==> src/rtl/rx_oversample_counter.sv <==
// rx_oversample_counter: oversampling edge and bit counters with mid-bit sample strobes for a UART receiver
module rx_oversample_counter #(
  parameter int MAX_PRESCALE = 32,
  parameter int DATA_WIDTH   = 8
) (
  input  logic                              clk,
  input  logic                              rst,
  input  logic                              enable,
  input  logic [$clog2(MAX_PRESCALE):0]     prescale,
  input  logic                              par_en,
  input  logic                              resync,
  output logic [$clog2(MAX_PRESCALE)-1:0]   edge_cnt,
  output logic [$clog2(DATA_WIDTH+4)-1:0]   bit_cnt,
  output logic                              sample_strobe,
  output logic [1:0]                        sample_idx,
  output logic                              bit_done,
  output logic                              frame_done,
  output logic                              cfg_err
);
  localparam int PW = $clog2(MAX_PRESCALE) + 1;
  localparam int EW = PW - 1;
  localparam int BW = $clog2(DATA_WIDTH + 4);
  typedef enum logic [1:0] {S_IDLE, S_COUNT, S_DONE} state_t;
  state_t        r_state, w_state_nx;
  logic [EW-1:0] r_edge_cnt, w_edge_nx;
  logic [BW-1:0] r_bit_cnt, w_bit_nx;
  logic [PW-1:0] r_ps_lat, w_ps_nx;
  logic [BW-1:0] r_fl_lat, w_fl_nx;
  logic          r_cfg_err, w_cfg_nx;
  logic          w_ps_legal;
  logic          w_active;
  logic [PW-1:0] w_edge_ext;
  logic [PW-1:0] w_half;
  assign edge_cnt = r_edge_cnt;
  assign bit_cnt  = r_bit_cnt;
  assign cfg_err  = r_cfg_err;
  // Strobes are gated by enable so a dropping enable silences them in the same cycle
  always_comb begin
    w_ps_legal    = (32'(prescale) == 8 || 32'(prescale) == 16 || 32'(prescale) == 32) && 32'(prescale) <= MAX_PRESCALE;
    w_active      = (r_state == S_COUNT) && enable;
    w_edge_ext    = {1'b0, r_edge_cnt};
    w_half        = r_ps_lat >> 1;
    bit_done      = w_active && (w_edge_ext == r_ps_lat - PW'(1));
    frame_done    = bit_done && (r_bit_cnt == r_fl_lat - BW'(1));
    sample_strobe = w_active && (w_edge_ext == w_half - PW'(2) || w_edge_ext == w_half - PW'(1) || w_edge_ext == w_half);
    sample_idx    = !sample_strobe ? 2'd0 : w_edge_ext == w_half - PW'(2) ? 2'd0 : w_edge_ext == w_half - PW'(1) ? 2'd1 : 2'd2;
  end
  // Next-state logic: enable low clears counters from any state; resync beats the bit wrap
  always_comb begin
    w_state_nx = r_state;
    w_edge_nx  = r_edge_cnt;
    w_bit_nx   = r_bit_cnt;
    w_ps_nx    = r_ps_lat;
    w_fl_nx    = r_fl_lat;
    w_cfg_nx   = r_cfg_err;
    if (!enable) begin
      w_state_nx = S_IDLE;
      w_edge_nx  = '0;
      w_bit_nx   = '0;
    end else begin
      case (r_state)
        S_IDLE: begin
          w_state_nx = S_COUNT;
          w_edge_nx  = '0;
          w_bit_nx   = '0;
          w_ps_nx    = w_ps_legal ? prescale : PW'(16);
          w_fl_nx    = BW'(DATA_WIDTH + 2) + BW'(par_en);
          w_cfg_nx   = !w_ps_legal;
        end
        S_COUNT: begin
          if (frame_done) w_state_nx = S_DONE;
          else if (resync) w_edge_nx = '0;
          else if (bit_done) begin
            w_edge_nx = '0;
            w_bit_nx  = r_bit_cnt + BW'(1);
          end else w_edge_nx = r_edge_cnt + EW'(1);
        end
        S_DONE: w_state_nx = S_DONE;
        default: w_state_nx = S_IDLE;
      endcase
    end
  end
  // State and counter registers with asynchronous reset to an idle, 16x default configuration
  always_ff @(posedge clk or posedge rst) begin
    if (rst) begin
      r_state    <= S_IDLE;
      r_edge_cnt <= '0;
      r_bit_cnt  <= '0;
      r_ps_lat   <= PW'(16);
      r_fl_lat   <= BW'(DATA_WIDTH + 2);
      r_cfg_err  <= 1'b0;
    end else begin
      r_state    <= w_state_nx;
      r_edge_cnt <= w_edge_nx;
      r_bit_cnt  <= w_bit_nx;
      r_ps_lat   <= w_ps_nx;
      r_fl_lat   <= w_fl_nx;
      r_cfg_err  <= w_cfg_nx;
    end
  end
endmodule

==> config.mk <==
export PLATFORM = sky130hd
export DESIGN_NAME = rx_oversample_counter
export DESIGN_NICKNAME = d
export VERILOG_FILES = /design/src/rtl/rx_oversample_counter.sv
export SDC_FILE = /design/constraint.sdc
export NUM_CORES = 1
export LEC_CHECK = 0
export ABC_AREA = 1
export CORE_AREA = 8 8 85 87
export DETAILED_ROUTE_END_ITERATION = 16
export DIE_AREA = 0 0 93 95
export PLACE_DENSITY = 0.47
export SLEW_MARGIN = 20
export SYNTH_ARGS = -nofsm -noshare
export SYNTH_HDL_FRONTEND = slang
export SYNTH_SLANG_ARGS = --single-unit
==> constraint.sdc <==
create_clock -name clk -period 4.2 [get_ports clk]
set_clock_uncertainty 0.2 [all_clocks]
set_input_delay 0.84 -clock clk [delete_from_list [all_inputs] [get_ports clk]]
set_output_delay 0.84 -clock clk [all_outputs]
set_load 0.1 [all_outputs]
-- Word level (Yosys, flattened, before mapping)
Cells that the tools add are included.
- register bits: 22
- input port bits: 11
- output and inout port bits: 15
- logic and storage cells: 60
- add/subtract/negate cells: 7
- magnitude comparators: 1
- equal/unequal tests: 15
- muxes and demuxes: 17
- reduce and logical (&&, ||, !) cells: 14
- operators by type and width (operator ; count):
    $mux 5 ; 4
    $eq 5x6->1 ; 3
    $mux 4 ; 4
    $ne 3x3->1 const B ; 4
    $mux 2 ; 5
    $pmux 5 s2 ; 1
    $pmux 4 s2 ; 1
    $eq 6x4->1 const B ; 1
    $eq 6x5->1 const B ; 1
    $eq 6x6->1 const B ; 1
    $le 6x6->1 const B ; 1
    $mux 6 ; 1
    $pmux 2 s3 ; 1
    $sub 5x1->6 const B ; 1
    $sub 5x2->6 const B ; 1
    $sub 6x1->6 const B ; 1
    $add 5x1->5 const B ; 1
    $eq 5x5->1 ; 1
    $logic_and 1x1->1 ; 5
    $add 4x1->4 const A ; 1
    $add 4x1->4 const B ; 1
    $eq 4x4->1 ; 1
    $logic_or 1x1->1 ; 4
    $reduce_and 2->1 ; 2
    other kinds (7) ; 7

-- Depth between registers and ports, before layout
- depth after elaboration: 8
- mapped depth: 14

-- Worst setup path before layout
Ideal clock, no wire load.
- path kind: reg-to-output
- start: reg r_edge_cnt[1] (netlist: edge_cnt[1])
- end: out sample_idx[0]
- data arrival time: 3.127 ns
- data required time: 3.160 ns
- slack: 0.033 ns
- cell stages (with the launch flop): 10
- cells stage by stage: dfrtp_1 -> inv_1 -> or2_0 -> a21oi_1 -> nand2_1 -> nor2_2 -> nand3_2 -> nand3_1 -> nand2_1 -> nor2_1
- word-level cells in the longest chain between the ends: 5
- elaborated cells between the ends (all ways): 9
- those cells by class: eq/ne: 3; mux: 3; reduce/logical: 3
- ends and longest elaborated chain (element ; line ; text):
    from (decl) ; 25 ; logic [EW-1:0] r_edge_cnt, w_edge_nx;
    from (signal assigned) ; 94 ; r_edge_cnt <= w_edge_nx;
    $eq 5x6->1 ; 45, 46 ;
    $logic_or 1x1->1 (2 in series) ; 45 ; sample_strobe = w_active && (w_edge_ext == w_half - PW'(2) || w_edge_ext == w_half - PW'(1) || w_edge_ext == w ...
    $logic_and 1x1->1 ; 45 ;
    $mux 2 (*) ; 46 ; sample_idx = !sample_strobe ? 2'd0 : w_edge_ext == w_half - PW'(2) ? 2'd0 : w_edge_ext == w_half - PW'(1) ? 2' ...
    to (decl) ; 15 ; output logic [1:0] sample_idx,
Mark *: on every way between the ends. The rest lies on a longest branch, timed or not.

-- Final worst setup path
- start: reg r_ps_lat[2]
- end: out sample_idx[0]
- word-level cells in the longest chain between the ends: 6
- elaborated cells between the ends (all ways): 11
- those cells by class: add/sub: 2; eq/ne: 3; mux: 3; reduce/logical: 3
- ends and longest elaborated chain (element ; line ; text):
    from (decl) ; 27 ; logic [PW-1:0] r_ps_lat, w_ps_nx;
    from (signal assigned) ; 96 ; r_ps_lat <= w_ps_nx;
    $sub 5x2->6 / $sub 5x1->6 (equally long branches) ; 45, 46 ;
    $eq 5x6->1 ; 45, 46 ;
    $logic_or 1x1->1 (2 in series) ; 45 ;
    $logic_and 1x1->1 ; 45 ;
    $mux 2 (*) ; 46 ;
Marked as above.

==> reports/results.txt <==
The flow ran to the end, and the final reports show no timing, DRC or antenna violations. The die is 95 µm tall. Summed over all cells, the static leakage comes to 1.02 nW. The initial utilization of the core area, before any placement, comes to 27.6%. STA classifies the critical path endpoint as an output port. The all-layer global routing usage was 9.51%. The net count of the finished layout is 275.

STA puts the critical path data required time at 3.16 ns. Timing would allow up to 0.293 GHz. For the maximum resistive drop on vdd, the log shows 0.000319 V. In this run the count of I/O pins placed on the die edge is 26. The critical path in this run is classified as reg2out. The count of inserted antenna diode cells was 0. The first global-routing pass estimated 6780 µm of wire.

The routed layout has 1434 vias. In the synthesized netlist, the cells that appear most often are 63 x sky130_fd_sc_hd__nand2_1, 38 x sky130_fd_sc_hd__inv_1, 18 x sky130_fd_sc_hd__dfrtp_1. The logs give 20 for the largest net degree at the start of global routing and 0.00884 mm² for the full die area. Using the TritonRoute via totals, the vias-per-cell ratio works out to 4.37. The register area share after synthesis is 29.7%. The synthesized flop and latch total works out to 19. The via count of the first global-routing pass is 1457, and the level count of the clock H-tree is 1.

Dividing the final minimum period by the clock period gives 81.2%. In this run the tightest slew margin relative to its limit is 35.0%. Counting the buffers created by CTS gives 3. Arrival time at the worst endpoint: 2.37 ns. Synthesis produced a netlist whose cell count is 226.

Yosys attributes the largest share of cell area to sky130_fd_sc_hd__dfrtp_1 28%, sky130_fd_sc_hd__nand2_1 15%, sky130_fd_sc_hd__inv_1 8.9%. The floorplan has 28 rows. The first TritonRoute pass finished after 4 iterations.

Number of post-CTS setup repair buffers: 0. The cell type with the largest total area after synthesis is sky130_fd_sc_hd__dfrtp_1. The run gives 0 as the count of antenna-violating nets left after detailed routing. In this run the cell area of the synthesized design comes to 0.00161 mm². After detailed routing, the number of remaining DRC violations is 0. Traced cell by cell, the critical path runs through inv_1 > ha_1 > or2_0 > a21oi_1 > nand2_1 > nor2_2 > nand3_2 > nand3_1 > nand2_1 > nor2_1 > buf_12. The number of nets handed over by synthesis was 247.

The count of flip-flops with a built-in enable after synthesis works out to 0. Routability-driven placement finished with a final weighted congestion of 0.773. Summed over all layers, the global routing overflow is 0. On the worst path, the slowest cell contributes a delay of 0.41 ns. The routed wirelength normalized by instance count is 11.5 µm, and the summed negative setup slack over all endpoints is 0 ns.

TritonCTS built the clock tree. Endpoint of the worst setup timing path: sample_idx[0]. The initial antenna violation count is 0. Total power for the finished layout comes to 871 µW.

The transition time of the tightest slew-check pin is 0.972 ns. Setup repair after global routing left no endpoint under its margin. The total of buffers placed on input and output ports works out to 25. The critical path starts at r_ps_lat[2]$_DFFE_PP0P_. The core outline area was 0.00582 mm²; the clock latency on the worst-skew pair was 0.25 ns. Worst hold-check slack: 0.289 ns. Setup violations remaining at the end of the flow were counted as 0. The placed instances occupy a cell area of 0.00198 mm². The clock net sink count is 19. The detailed router finished its first iteration with 52 violations.

The share of the synthesized area in the top cell type came out at 28.0%. The wire-length estimate of the detail-placed layout is 3050 µm. Library cell appearing most often on the critical path: sky130_fd_sc_hd__nand2_1. Among all flip-flop cells after synthesis, the most frequent one is sky130_fd_sc_hd__dfrtp_1. The count of maximum capacitance violations was 0. The clock transition at the register clock pins on the worst setup and hold paths after CTS was 0.07 ns. The largest individual stage delay along the critical path comes from the cell sky130_fd_sc_hd__dfrtp_1. The destination of the worst register-to-register timing path was bit_cnt[1]$_DFFE_PP0P_.

The quantity of gates resized following cts is 0, and the growth of design area from synthesis to finish is 25.9%. Yosys instantiated no cell more often than sky130_fd_sc_hd__nand2_1. The number of pins exceeding their max-slew limit in the final report is 0, and the floorplan die width is 93 µm.

The finished cells cover 0.00202 mm². For this design the ratio of total power to cell area is 430 mW/mm². The min-delay analysis places its worst path in the category reg2reg.

Across all register-to-register paths, the minimum setup slack is 1.96 ns. The logs give 2 for the maximum number of buffers from clock root to sink and 33 for the distinct cell type count after synthesis. The worst register-to-register path has a depth of 13. STA classifies the critical path startpoint as a flop.

In this run the worst path has a maximum fanout of 7. For the wire length reported by the detailed router, the log shows 3760 µm. Counting flops with an async set or reset pin after synthesis yields a share of 100%. The number of buffers inserted for hold repair after clock tree synthesis came out at 0. Startpoint of the worst register-to-register path: r_ps_lat[2]$_DFFE_PP0P_.

The layout cell share with drive strength beyond 1 came out at 12.6%. The average cell area after synthesis is 7.11 µm². In this run the clock root is driven by a sky130_fd_sc_hd__clkbuf_8.

Post-route minimum period: 3.41 ns. The Yosys step of the flow raised 0 warnings. For the count of final hold-check violations, the log shows 0.
critical path: cells and delay by family, from the launching register on:
family                   cells  cell delay, ns
AO/OA/AOI/OAI                1            0.14
buffers and inverters        2            0.42
AND/OR/NAND/NOR              7            0.86
flip-flops                   1            0.41
adder cells (fa/ha/maj)      1            0.29
flip-flops by register name, indices dropped and copies added (netlist names):
signal / flops
bit_cnt: 4
cfg_err: 1
edge_cnt: 5
r_fl_lat: 1
r_ps_lat: 6
r_state: 2
worst min-delay path by stage:
stage | from | to | cells past startpoint
2_1_floorplan | r_state[1]$_DFFE_PP0P_ | r_state[1]$_DFFE_PP0P_ | 2
3_3_place_gp | r_state[1]$_DFFE_PP0P_ | r_state[1]$_DFFE_PP0P_ | 2
3_5_place_dp | r_state[1]$_DFFE_PP0P_ | r_state[1]$_DFFE_PP0P_ | 2
4_1_cts | r_state[1]$_DFFE_PP0P_ | r_state[1]$_DFFE_PP0P_ | 2
5_1_grt | r_state[1]$_DFFE_PP0P_ | r_state[1]$_DFFE_PP0P_ | 2
6_report | r_state[1]$_DFFE_PP0P_ | r_state[1]$_DFFE_PP0P_ | 2
cells in the final DEF (no fill, tap or decap):
cell type,instances
sky130_fd_sc_hd__inv_2,4
sky130_fd_sc_hd__clkbuf_8,3
sky130_fd_sc_hd__xnor2_1,7
sky130_fd_sc_hd__or2_0,1
sky130_fd_sc_hd__o21ai_0,3
sky130_fd_sc_hd__nand4_1,8
sky130_fd_sc_hd__o21ai_2,1
sky130_fd_sc_hd__a31oi_1,1
sky130_fd_sc_hd__clkbuf_1,1
sky130_fd_sc_hd__nand2_2,7
sky130_fd_sc_hd__xor2_2,1
sky130_fd_sc_hd__nor2_1,15
sky130_fd_sc_hd__dfrtp_1,18
sky130_fd_sc_hd__nand3b_1,1
sky130_fd_sc_hd__nand2_4,2
sky130_fd_sc_hd__nor4_1,2
sky130_fd_sc_hd__nor2_4,1
sky130_fd_sc_hd__buf_12,4
sky130_fd_sc_hd__inv_1,38
sky130_fd_sc_hd__nor2_8,1
sky130_fd_sc_hd__or2_1,1
sky130_fd_sc_hd__buf_4,1
sky130_fd_sc_hd__nor3_1,3
sky130_fd_sc_hd__a21oi_1,4
sky130_fd_sc_hd__nand4_4,1
sky130_fd_sc_hd__dfstp_2,1
sky130_fd_sc_hd__clkdlybuf4s50_1,20
sky130_fd_sc_hd__xor2_1,5
sky130_fd_sc_hd__o21ai_1,4
sky130_fd_sc_hd__nor2_2,1
sky130_fd_sc_hd__nor3_2,1
sky130_fd_sc_hd__nand3_4,1
sky130_fd_sc_hd__nand2_1,63
sky130_fd_sc_hd__nand3_1,15
sky130_fd_sc_hd__a21boi_0,1
sky130_fd_sc_hd__nand3_2,2
sky130_fd_sc_hd__ha_1,10
layout make-up:
class,count,area [µm²]
Clock buffer,4,45.0
Fill cell,659,3790
Inverter,42,158
Multi-Input combinational cell,163,962
Sequential cell,19,477
Tap cell,75,93.8
Timing Repair Buffer,25,288
power breakdown:
part / internal (mW) / switching [mW]
Combinational: 0.150 / 0.318
Sequential: 0.224 / 0.0486
Clock: 0.0675 / 0.0628
per-stage QoR:
stage                     setup WS (ns)  instances  util, %
final                             0.788        328     34.8
after detailed placement          0.805        324     34.0
after global placement            0.829        324     34.0
after global routing              0.550        328     34.8
after floorplan                  0.0329        226        -
after CTS                         0.749        328     34.8
metal layers:
| layer | track usage, % | vias up | routed length (µm) |
|---|---|---|---|
| met3 | 2.30 | 4 | 123 |
| li1 | - | 754 | - |
| met4 | 2.42 | 0 | 33 |
| met1 | 11.9 | 657 | 1840 |
| met2 | 15.9 | 19 | 1760 |
| met5 | 0 | - | 0 |
cells by family (layout without fill, tap and decap cells):
| group | Yosys count | after routing | synth area share (%) |
|---|---|---|---|
| AND/OR/NAND/NOR | 126 | 126 | 39.7 |
| buffers and inverters | 44 | 71 | 10.4 |
| flip-flops | 19 | 19 | 29.7 |
| AO/OA/AOI/OAI | 14 | 14 | 4.83 |
| XOR/XNOR | 13 | 13 | 7.55 |
| adder cells (fa/ha/maj) | 10 | 10 | 7.79 |
(Power assumes the default switching activity.)
